File: src/rtl/uart_tx_serializer.sv
// uart_tx_serializer: pops DLEN-bit words from the TX FIFO and sends each one
// as an asynchronous UART frame: start bit, DLEN data bits LSB first, an
// optional parity bit, then STOP_BITS stop bits. Every bit is held for
// CLK_DIV clk cycles.
//
// Optional feature: define UART_TX_PARITY_EN to insert a parity bit after the
// data bits. The parity bit is even when PARITY_ODD=0 and odd when PARITY_ODD=1.
//
// Ports:
//   clk          clock
//   rstn         synchronous active-low reset
//   i_en         transmitter enable, sampled only in IDLE
//   o_txb_ren    TX FIFO read strobe, one-cycle pulse (combinational in IDLE)
//   i_txb_rdata  TX FIFO read data, valid the cycle after o_txb_ren
//   i_txb_empty  TX FIFO empty flag
//   o_txd        serial output line, idle high (registered)
//   o_busy       high whenever the state is not IDLE (registered)
//   o_done       one-cycle pulse on the last cycle of the final stop bit
module uart_tx_serializer #(
  parameter int unsigned DLEN       = 8,
  parameter int unsigned CLK_DIV    = 868,
  parameter int unsigned STOP_BITS  = 1,
  parameter int unsigned PARITY_ODD = 0
) (
  input  logic            clk,
  input  logic            rstn,
  input  logic            i_en,
  output logic            o_txb_ren,
  input  logic [DLEN-1:0] i_txb_rdata,
  input  logic            i_txb_empty,
  output logic            o_txd,
  output logic            o_busy,
  output logic            o_done
);

  localparam int unsigned BW = $clog2(CLK_DIV);
  localparam int unsigned CW = $clog2(DLEN) + 1;

  // Parameter legality checks
  if (CLK_DIV < 2) begin : g_bad_clk_div
    $error("uart_tx_serializer: CLK_DIV must be >= 2");
  end
  if (STOP_BITS < 1 || STOP_BITS > 2) begin : g_bad_stop_bits
    $error("uart_tx_serializer: STOP_BITS must be 1 or 2");
  end
  if (PARITY_ODD > 1) begin : g_bad_parity_odd
    $error("uart_tx_serializer: PARITY_ODD must be 0 or 1");
  end

  typedef enum logic [2:0] {
    ST_IDLE,
    ST_LOAD,
    ST_START,
    ST_DATA,
`ifdef UART_TX_PARITY_EN
    ST_PARITY,
`endif
    ST_STOP
  } state_t;

  state_t          state_q, state_d;
  logic [BW-1:0]   baud_q, baud_d;
  logic [CW-1:0]   bit_q, bit_d;
  logic            stop_q, stop_d;
  logic [DLEN-1:0] shift_q, shift_d;
  logic            txd_d, busy_d, done_d;
  logic            bit_tick;
  logic            stop_last;

`ifdef UART_TX_PARITY_EN
  logic            par_q;
`endif

  // FIFO pop request; gated by rstn so no pop is issued while reset is held
  assign o_txb_ren = rstn && (state_q == ST_IDLE) && i_en && !i_txb_empty;

  assign bit_tick  = (baud_q == BW'(CLK_DIV - 1));
  assign stop_last = (stop_q == 1'(STOP_BITS - 1));

  // State register and registered outputs
  always_ff @(posedge clk) begin
    if (!rstn) begin
      state_q <= ST_IDLE;
      baud_q  <= '0;
      bit_q   <= '0;
      stop_q  <= 1'b0;
      shift_q <= '0;
      o_txd   <= 1'b1;
      o_busy  <= 1'b0;
      o_done  <= 1'b0;
    end else begin
      state_q <= state_d;
      baud_q  <= baud_d;
      bit_q   <= bit_d;
      stop_q  <= stop_d;
      shift_q <= shift_d;
      o_txd   <= txd_d;
      o_busy  <= busy_d;
      o_done  <= done_d;
    end
  end

`ifdef UART_TX_PARITY_EN
  // Parity of the word captured in LOAD, already folded with the parity sense
  always_ff @(posedge clk) begin
    if (!rstn) begin
      par_q <= 1'b0;
    end else if (state_q == ST_LOAD) begin
      par_q <= (^i_txb_rdata) ^ 1'(PARITY_ODD);
    end
  end
`endif

  // Next-state, counters and next values of the registered outputs
  always_comb begin
    state_d = state_q;
    baud_d  = baud_q;
    bit_d   = bit_q;
    stop_d  = stop_q;
    shift_d = shift_q;
    done_d  = 1'b0;
    txd_d   = 1'b1;
    busy_d  = 1'b0;

    if (state_q != ST_IDLE && state_q != ST_LOAD) begin
      baud_d = bit_tick ? '0 : baud_q + BW'(1);
    end

    case (state_q)
      ST_IDLE: begin
        if (o_txb_ren) begin
          state_d = ST_LOAD;
        end
      end
      ST_LOAD: begin
        shift_d = i_txb_rdata;
        baud_d  = '0;
        state_d = ST_START;
      end
      ST_START: begin
        if (bit_tick) begin
          bit_d   = '0;
          state_d = ST_DATA;
        end
      end
      ST_DATA: begin
        if (bit_tick) begin
          shift_d = shift_q >> 1;
          if (bit_q == CW'(DLEN - 1)) begin
            stop_d  = 1'b0;
`ifdef UART_TX_PARITY_EN
            state_d = ST_PARITY;
`else
            state_d = ST_STOP;
`endif
          end else begin
            bit_d = bit_q + CW'(1);
          end
        end
      end
`ifdef UART_TX_PARITY_EN
      ST_PARITY: begin
        if (bit_tick) begin
          stop_d  = 1'b0;
          state_d = ST_STOP;
        end
      end
`endif
      ST_STOP: begin
        // o_done is registered, so raise it one cycle ahead of the final tick
        done_d = stop_last && (baud_q == BW'(CLK_DIV - 2));
        if (bit_tick) begin
          if (stop_last) begin
            state_d = ST_IDLE;
          end else begin
            stop_d = 1'b1;
          end
        end
      end
      default: begin
        state_d = ST_IDLE;
      end
    endcase

    // Line level follows the state being entered so o_txd lines up with it
    case (state_d)
      ST_START:  txd_d = 1'b0;
      ST_DATA:   txd_d = shift_d[0];
`ifdef UART_TX_PARITY_EN
      ST_PARITY: txd_d = par_q;
`endif
      default:   txd_d = 1'b1;
    endcase

    busy_d = (state_d != ST_IDLE);
  end

endmodule

File: config.mk
export PLATFORM = sky130hd
export DESIGN_NAME = uart_tx_serializer
export DESIGN_NICKNAME = d
export VERILOG_FILES = /design/src/rtl/uart_tx_serializer.sv
export SDC_FILE = /design/constraint.sdc
export NUM_CORES = 1
export LEC_CHECK = 0
export ABC_AREA = 1
export CAP_MARGIN = 20
export CORE_ASPECT_RATIO = 1.75
export CORE_MARGIN = 2
export CORE_UTILIZATION = 35
export CTS_BUF_LIST = sky130_fd_sc_hd__clkbuf_8
export CTS_CLUSTER_SIZE = 8
export DETAILED_ROUTE_END_ITERATION = 7
export PLACE_DENSITY_LB_ADDON = 0.08
export SYNTH_ARGS = -nofsm -noshare
export SYNTH_HDL_FRONTEND = slang
export SYNTH_SLANG_ARGS = --single-unit
File: constraint.sdc
create_clock -name clk -period 1.67 [get_ports clk]
set_input_delay 0.334 -clock clk [delete_from_list [all_inputs] [get_ports clk]]
set_output_delay 0.334 -clock clk [all_outputs]
set_load 0.05 [all_outputs]
Word level (Yosys, flattened, before mapping)
Cells that the tools add are included.

Register bits: 29. Output and inout bits: 4. Word-level logic and storage cells: 65. Bits of input ports: 12.

Reduce and logical (&&, ||, !) cells: 17. Mux-type cells: 20. Add/subtract/negate cells: 2. Bitwise gates (word level): 2. Eq/ne operators: 15.

Operator list (number): == test 10 bit, second input constant (2); 2-to-1 mux 3 bit (6); case mux 8 bit (2 select lines) (1); case mux 3 bit (5 select lines) (1); == test 3 x 2 -> 1 bit, second input constant (4); 2-to-1 mux 4 bit (3); adder 10 x 1 -> 10 bit, second input constant (1); 2-to-1 mux 10 bit (1); inequality test 2 bit, second input constant (5); 2-to-1 mux 8 bit (1); case mux 4 bit (2 select lines) (1); AND reduction 4 bit (2); nonzero test 2 bit (3); nonzero test 3 bit (2); logical AND 1 bit (5); adder 4 x 1 -> 4 bit, second input constant (1); == test 4 x 3 -> 1 bit, second input constant (1); 2-to-1 mux 1 bit (4); case mux 1 bit (2 select lines) (2); AND reduction 2 bit (2); == test 3 x 1 -> 1 bit, second input constant (1); == test 3 bit, second input constant (1); logical NOT 3 bit (1); inequality test 3 x 1 -> 1 bit, second input constant (1); other kinds (3) (4).

Logic depth before layout (Yosys ltp)
Gate-level depths: netlist (run 1).

Depth after elaboration: 8. Depth in mapped cells: 10. Gate-level depth less buffers: 10.

Least setup slack after synthesis (run 1)
OpenSTA, ideal clock, no wires.

Path type: reg2reg. Start: register state_q[2]. End: register o_busy. Path slack: -120 ps. Library setup time: 59 ps. Buffers on the path: 1. Arrival: 1731 ps. Cell stages (with the launch flop): 9. Cells stage by stage: dfxtp_1 -> buf_6 -> nor2_4 -> nand4_1 -> nor2_1 -> a21oi_1 -> nand2_1 -> nand2_1 -> nand2_1.

Word-level cells in the longest chain between the ends: 7.

Ends and longest elaborated chain: from (decl) (RTL line 61) `state_t state_q, state_d;`; from (signal assigned) (RTL line 92) `state_q <= state_d;`; logical NOT 3 bit (RTL line 75) `assign o_txb_ren = rstn && (state_q == ST_IDLE) && i_en && !i_txb_empty;`; logical AND 1 bit (3 in a row) (RTL line 75); named net o_txb_ren (RTL line 28) `output logic o_txb_ren,`; 2-to-1 mux 3 bit (RTL line 131) `if (o_txb_ren) begin`; case mux 3 bit (5 select lines) (RTL line 129) `case (state_q)`; nonzero test 3 bit (RTL line 195) `busy_d = (state_d != ST_IDLE);`; to (signal assigned) (RTL line 98) `o_busy <= busy_d;`; to (decl) (RTL line 32) `output logic o_busy,`.

The timed path passes the listed nets, and every way through them passes these cells. A chain may end at the register's enable or synchronous reset.

Final worst setup path (run 1)
Start: register state_q[0]. End: output o_txb_ren.

Word-level cells in the longest chain between the ends: 4.

Ends and longest elaborated chain (RTL line): logical NOT 3 bit (75); logical AND 1 bit (3 in a row) (75); to (decl) (28).

No other way between the ends.

==> results of run 1 <==
==> logic make-up (layout without fill, tap and decap cells) <==
family / Yosys count / after routing
xor+xnor: 3 / 3
fa+ha+maj: 3 / 3
flops: 28 / 28
simple gates: 131 / 131
compound gates: 21 / 21
buf+inv: 30 / 57
==> synth_stat cells <==
cell,n
o21bai_1,1
nor2_2,2
ha_1,3
xor2_1,2
nand4_1,5
o21ai_2,1
inv_2,2
inv_4,1
nor3_1,6
nor2_1,39
a21oi_1,9
nand3_2,1
o21ai_1,1
nor2_8,2
nand3b_1,1
o21ai_0,9
inv_1,24
buf_6,2
nand2_4,1
dfxtp_1,28
nor2_4,2
nor3b_1,1
nand3_1,12
xnor2_1,1
nand2_1,56
clkbuf_1,1
nand2_2,3
==> state kept, by name, summed over array words and instances, names as in the netlist <==
signal	cells
o_busy	1
shift_q	8
o_done	1
baud_q	10
state_q	3
bit_q	4
o_txd	1
==> final cells by class <==
class | count | area, µm² | area share, %
multi-input combinational | 158 | 793 | 43.9
sequential | 28 | 563 | 31.2
timing repair buffer | 27 | 243 | 13.4
inverter | 27 | 104 | 5.75
tap | 49 | 61.3 | 3.40
clock buffer | 3 | 41.3 | 2.29
==> through the flow <==
step	setup TNS [ns]	util, %	hold slack (ns)	total power, mW	std cells
after floorplan	0	-	0.440	0.759	216
after global placement	0	42.5	0.456	0.816	286
after detailed placement	0	42.5	0.458	0.816	286
after CTS	0	43.7	0.475	1.19	290
after global routing	-0.0116	44.3	0.506	1.23	292
final	0	44.3	0.472	1.17	292
==> per-layer routing <==
metal,GRT usage (%),share of wire [%],vias to the layer above
met5,0,0,-
met3,1.66,1.9,6
met4,6.62,1.5,0
li1,-,-,734
met1,17.6,40,608
met2,29.3,57,17
==> report_power, final <==
group          internal, mW  total (mW)  switching (mW)  leakage (nW)
sequential            0.679       0.686         0.00722         0.227
combinational        0.0547       0.117          0.0621         0.552
clock                 0.162       0.372           0.210        0.0216
total                 0.895        1.17           0.279         0.801
==> timing repair <==
item / 4_1_cts / 5_1_grt
pin swaps: 1 / 2
endpoints found under the setup margin: 1 / 10
setup buffers: 1 / 2
gates resized for setup: 1 / 4
==> worst max path at each step <==
stage | startpoint | to | cells after the start
floorplan | state_q[2]$_SDFF_PN0_ | o_busy$_SDFF_PN0_ | 8
detailed placement | rstn | o_txb_ren | 4
CTS | state_q[0]$_SDFF_PN0_ | o_txb_ren | 4
global placement | rstn | o_txb_ren | 4
finish | state_q[0]$_SDFF_PN0_ | o_txb_ren | 4
global route | baud_q[1]$_SDFFE_PP0P_ | o_busy$_SDFF_PN0_ | 8
==> worst max-delay path, delay by kind of cell, from the launching register on <==
| kind | cells | cell delay (ns) |
|---|---|---|
| buf+inv | 2 | 0.31 |
| flops | 1 | 0.39 |
| simple gates | 2 | 0.31 |
==> results.json, run 1 <==
{
  "outcome": "complete, no violations",
  "numCtsBuffers": 3,
  "ys_types": 27,
  "synth_nets": 231,
  "clock_sinks": 28,
  "wl_um": 3350,
  "maxSlewHeadroom_pct": 82.6,
  "syn_area_per_cell_um2": 6.82,
  "startpoint_type": "register",
  "crit_fanout": 5,
  "synth-compound-area-share_pct": 7.56,
  "layout_min_cycle_time_ns": 1.60,
  "worstPathArrival_ns": 1.27,
  "reg2reg_depth": 10,
  "ir_drop_mv": 0.363,
  "max-cap-violations": 0,
  "tightest_slew_ns": 0.261,
  "fmax_mhz": 624,
  "vias_per_cell": 4.67,
  "synth_xor_area_share_pct": 1.78,
  "antennaDiodeCount": 0,
  "power.density_nw_per_um2": 651,
  "clk_pin_slew_ns": 0.10,
  "drt_iter0_drc": 15,
  "fin_nets": 260,
  "synth_mux_area_share_pct": 0,
  "fp-row-count": 31,
  "end_kind": "output pin",
  "worst_hold_path_type": "reg -> reg",
  "rr_startpoint": "state_q[1]$_SDFF_PN0_",
  "cp.required_ns": 1.34,
  "holdPathEnd": "shift_q[7]$_SDFFE_PN0P_",
  "ys_ff_latch": 28,
  "place_hpwl_um": 2680,
  "core_um2": 4070,
  "synth_top_family_by_area": "simple AND/OR/NAND/NOR gates",
  "die_h_um": 89.8,
  "die_w_um": 53.1,
  "grt_use_total_pct": 16.0,
  "p_leak_nw": 0.801,
  "wl_per_cell_um": 11.5,
  "start_util_pct": 36.2,
  "synth_area_leaders": "dfxtp_1 (38%), nand2_1 (14%), nor2_1 (9.9%), inv_1 (6.1%), nand3_1 (4.1%)",
  "r2r-end": "baud_q[9]$_SDFFE_PP0P_",
  "fin_ws_ns": 0.0683,
  "first_pass_iters": 4,
  "portBuffers": 15,
  "syn_area_um2": 1470,
  "layout_common_cells": "nand2_1 (56), nor2_1 (38), dfxtp_1 (26)",
  "cts_root_buf": "clkbuf_8",
  "grt_max_degree": 15,
  "setup_viol": 0,
  "drive_above_1_share_pct": 16.0,
  "synth_simple_gate_area_share_pct": 41.3,
  "yosys.area_share.adder_pct": 2.55,
  "syn_inst": 216,
  "crit_path_max_incr_delay_ns": 0.39,
  "slew_violations": 0,
  "post-place-ws_ns": 0.0780,
  "routed-via-count": 1365,
  "gp_congestion": 0.767,
  "grt_pass1_vias": 1404,
  "io_pins": 16,
  "drc": 0,
  "grt_overflow": 0,
  "finalHoldViolCount": 0,
  "final_area_um2": 1810,
  "cts_buffer_depth": 2,
  "grt_first_pass_wirelength_um": 5830,
  "place_area_um2": 1730,
  "hold_buffers": 0,
  "layout_commonest_cell": "nand2_1",
  "synth_warnings": 0,
  "n_fill_cell": 447,
  "worst_path_max_delay_cell": "dfxtp_1",
  "fin_crit_sh_pct": 95.9,
  "synth_area_leader_cell": "dfxtp_1",
  "hp-start": "shift_q[7]$_SDFFE_PN0P_",
  "fin_skew_ns": 0.00818,
  "whs_path_depth": 2,
  "ant_nets": 0,
  "cts_tree": "yes",
  "dieArea_um2": 4770,
  "path_cells": "inv_2 > nand4_1 > nor2_2 > buf_12",
  "critPathKind": "reg -> out",
  "antenna_found_initial": 0,
  "area_growth_pct": 22.5,
  "clk-insertion-delay-late_ns": 0.28,
  "clock_tree.htree_level_count": 1,
  "ff2ff_setup_slack_ns": 0.15,
  "synth_top_area_share_pct": 38.0,
  "ys_seq_area_share_pct": 38.0
}
Note: power is estimated with default switching activity, not from simulation.
==> inputs of run 2 (changes only) <==
- GPL_TIMING_DRIVEN: default -> 1
- PLACE_DENSITY: default -> 0.52
- PLACE_DENSITY_LB_ADDON: 0.08 -> default
==> results.json, run 2 (same netlist as run 1, synthesis figures left out) <==
{
  "vias_per_cell": 4.63,
  "clock_sinks": 28,
  "grt_overflow": 0,
  "ir_drop_mv": 0.361,
  "fin_cells": 293,
  "clock_tree.htree_level_count": 1,
  "p_int_mw": 1.05,
  "max-cap-violations": 0,
  "core_um2": 4070,
  "largest_reg_flops": 10,
  "slew_violations": 0,
  "clk-insertion-delay-late_ns": 0.28,
  "regMostFlops": "baud_q",
  "fin_crit_sh_pct": 95.1,
  "fp-row-count": 31,
  "grt_pass1_vias": 1394,
  "io_pins": 16,
  "critPathKind": "in -> out",
  "dieArea_um2": 4770,
  "fin_skew_ns": 0.00180,
  "portBuffers": 15,
  "grt_first_pass_wirelength_um": 5930,
  "dp.cells": 286,
  "combPwrFrac_pct": 8.6,
  "startpoint_type": "input pin",
  "maxSlewHeadroom_pct": 83.9,
  "cts_tree": "yes",
  "switchingPower_uw": 299,
  "layout_min_cycle_time_ns": 1.59,
  "p_sw_share_pct": 22.1,
  "setup_tns_ns": 0,
  "drt_iter0_drc": 16,
  "fmax_mhz": 630,
  "drc": 0,
  "n_fill_cell": 429,
  "cts_buffer_depth": 2,
  "first_pass_iters": 4,
  "clk_pin_slew_ns": 0.10,
  "wl_per_cell_um": 11.4,
  "start_util_pct": 36.2,
  "cts_root_buf": "clkbuf_8",
  "routed-via-count": 1358,
  "crit_fanout": 2,
  "worstPathArrival_ns": 1.25,
  "end_kind": "output pin",
  "regArea_um2": 562,
  "p_leak_nw": 0.822,
  "worst_hold_path_type": "reg -> reg",
  "power.density_nw_per_um2": 739,
  "die_w_um": 53.1,
  "p_seq_share_pct": 50.7,
  "drive_above_1_share_pct": 16.0,
  "grt_max_degree": 17,
  "whs_ns": 0.469,
  "gp_congestion": 0.853,
  "tightest_slew_ns": 0.241,
  "ant_nets": 0,
  "antennaDiodeCount": 0,
  "antenna_found_initial": 0,
  "grt_use_total_pct": 16.5,
  "numCtsBuffers": 3,
  "layout_common_cells": "nand2_1 (56), nor2_1 (38), dfxtp_1 (27)",
  "area_growth_pct": 24.3,
  "fin_nets": 260,
  "top_regs": "baud_q x10, shift_q x8, bit_q x4",
  "layout_commonest_cell": "nand2_1",
  "cp.required_ns": 1.34,
  "finalHoldViolCount": 0,
  "outcome": "complete, no violations",
  "clock_power_share_pct": 40.7,
  "wl_um": 3340,
  "setup_viol": 0,
  "die_h_um": 89.8,
  "place_hpwl_um": 2740,
  "rsz0062_at_grt": "yes",
  "multiInputGateArea_um2": 788
}
## run 2: layout make-up
type	instances	share of cell area, %
multi-input combinational	158	43.0
sequential	28	30.7
timing repair buffer	27	13.4
inverter	27	5.67
tap	49	3.35
clock buffer	3	2.25
clock inverter	1	1.64
## run 2: stage by stage
step           power (mW)  utilization (%)  setup WS, ns  cell area (µm²)
2_1_floorplan       0.759                -         0.109             1480
3_3_place_gp        0.816             42.5        0.0278             1730
3_5_place_dp        0.816             42.5        0.0419             1730
4_1_cts              1.37             44.5        0.0450             1810
5_1_grt              1.40             45.0      -0.00314             1830
6_report             1.35             45.0        0.0824             1830
## run 2: per-layer routing
layer | vias to the layer above | routed length (µm) | global-route usage (%)
li1 | 735 | - | -
met1 | 603 | 1290 | 16.9
met2 | 16 | 1920 | 31.7
met3 | 4 | 80 | 1.66
met4 | 0 | 55 | 6.41
met5 | - | 0 | 0
## run 2: worst max-delay path: stages
cell and delay [ns]:
clkdlybuf4s50_1 0.46, nand4_1 0.11, nor2_2 0.19, buf_12 0.16
## run 2: power by group through the flow
stage | clock, mW | combinational [mW] | sequential, mW
final | 0.551 | 0.117 | 0.686
after global routing | 0.588 | 0.130 | 0.687
after CTS | 0.571 | 0.118 | 0.686
after detailed placement | 0 | 0.116 | 0.701
after global placement | 0 | 0.116 | 0.701
after floorplan | 0 | 0.0516 | 0.708
## run 2: final timing paths
path,startpoint,end,cells after the start,slack (ns)
max,i_en,o_txb_ren,4,0.08
min,shift_q[7]$_SDFFE_PN0P_,shift_q[7]$_SDFFE_PN0P_,2,0.47
max reg2reg,baud_q[0]$_SDFFE_PP0P_,shift_q[4]$_SDFFE_PN0P_,8,0.17
min reg2reg,shift_q[7]$_SDFFE_PN0P_,shift_q[7]$_SDFFE_PN0P_,2,0.47
## run 2: what timing repair did
item                                    4_1_cts  5_1_grt
hold buffers                                  0        0
gates resized for setup                       1        3
endpoints found under the setup margin        1        6
setup buffers                                 1        2
pin swaps                                     1        3
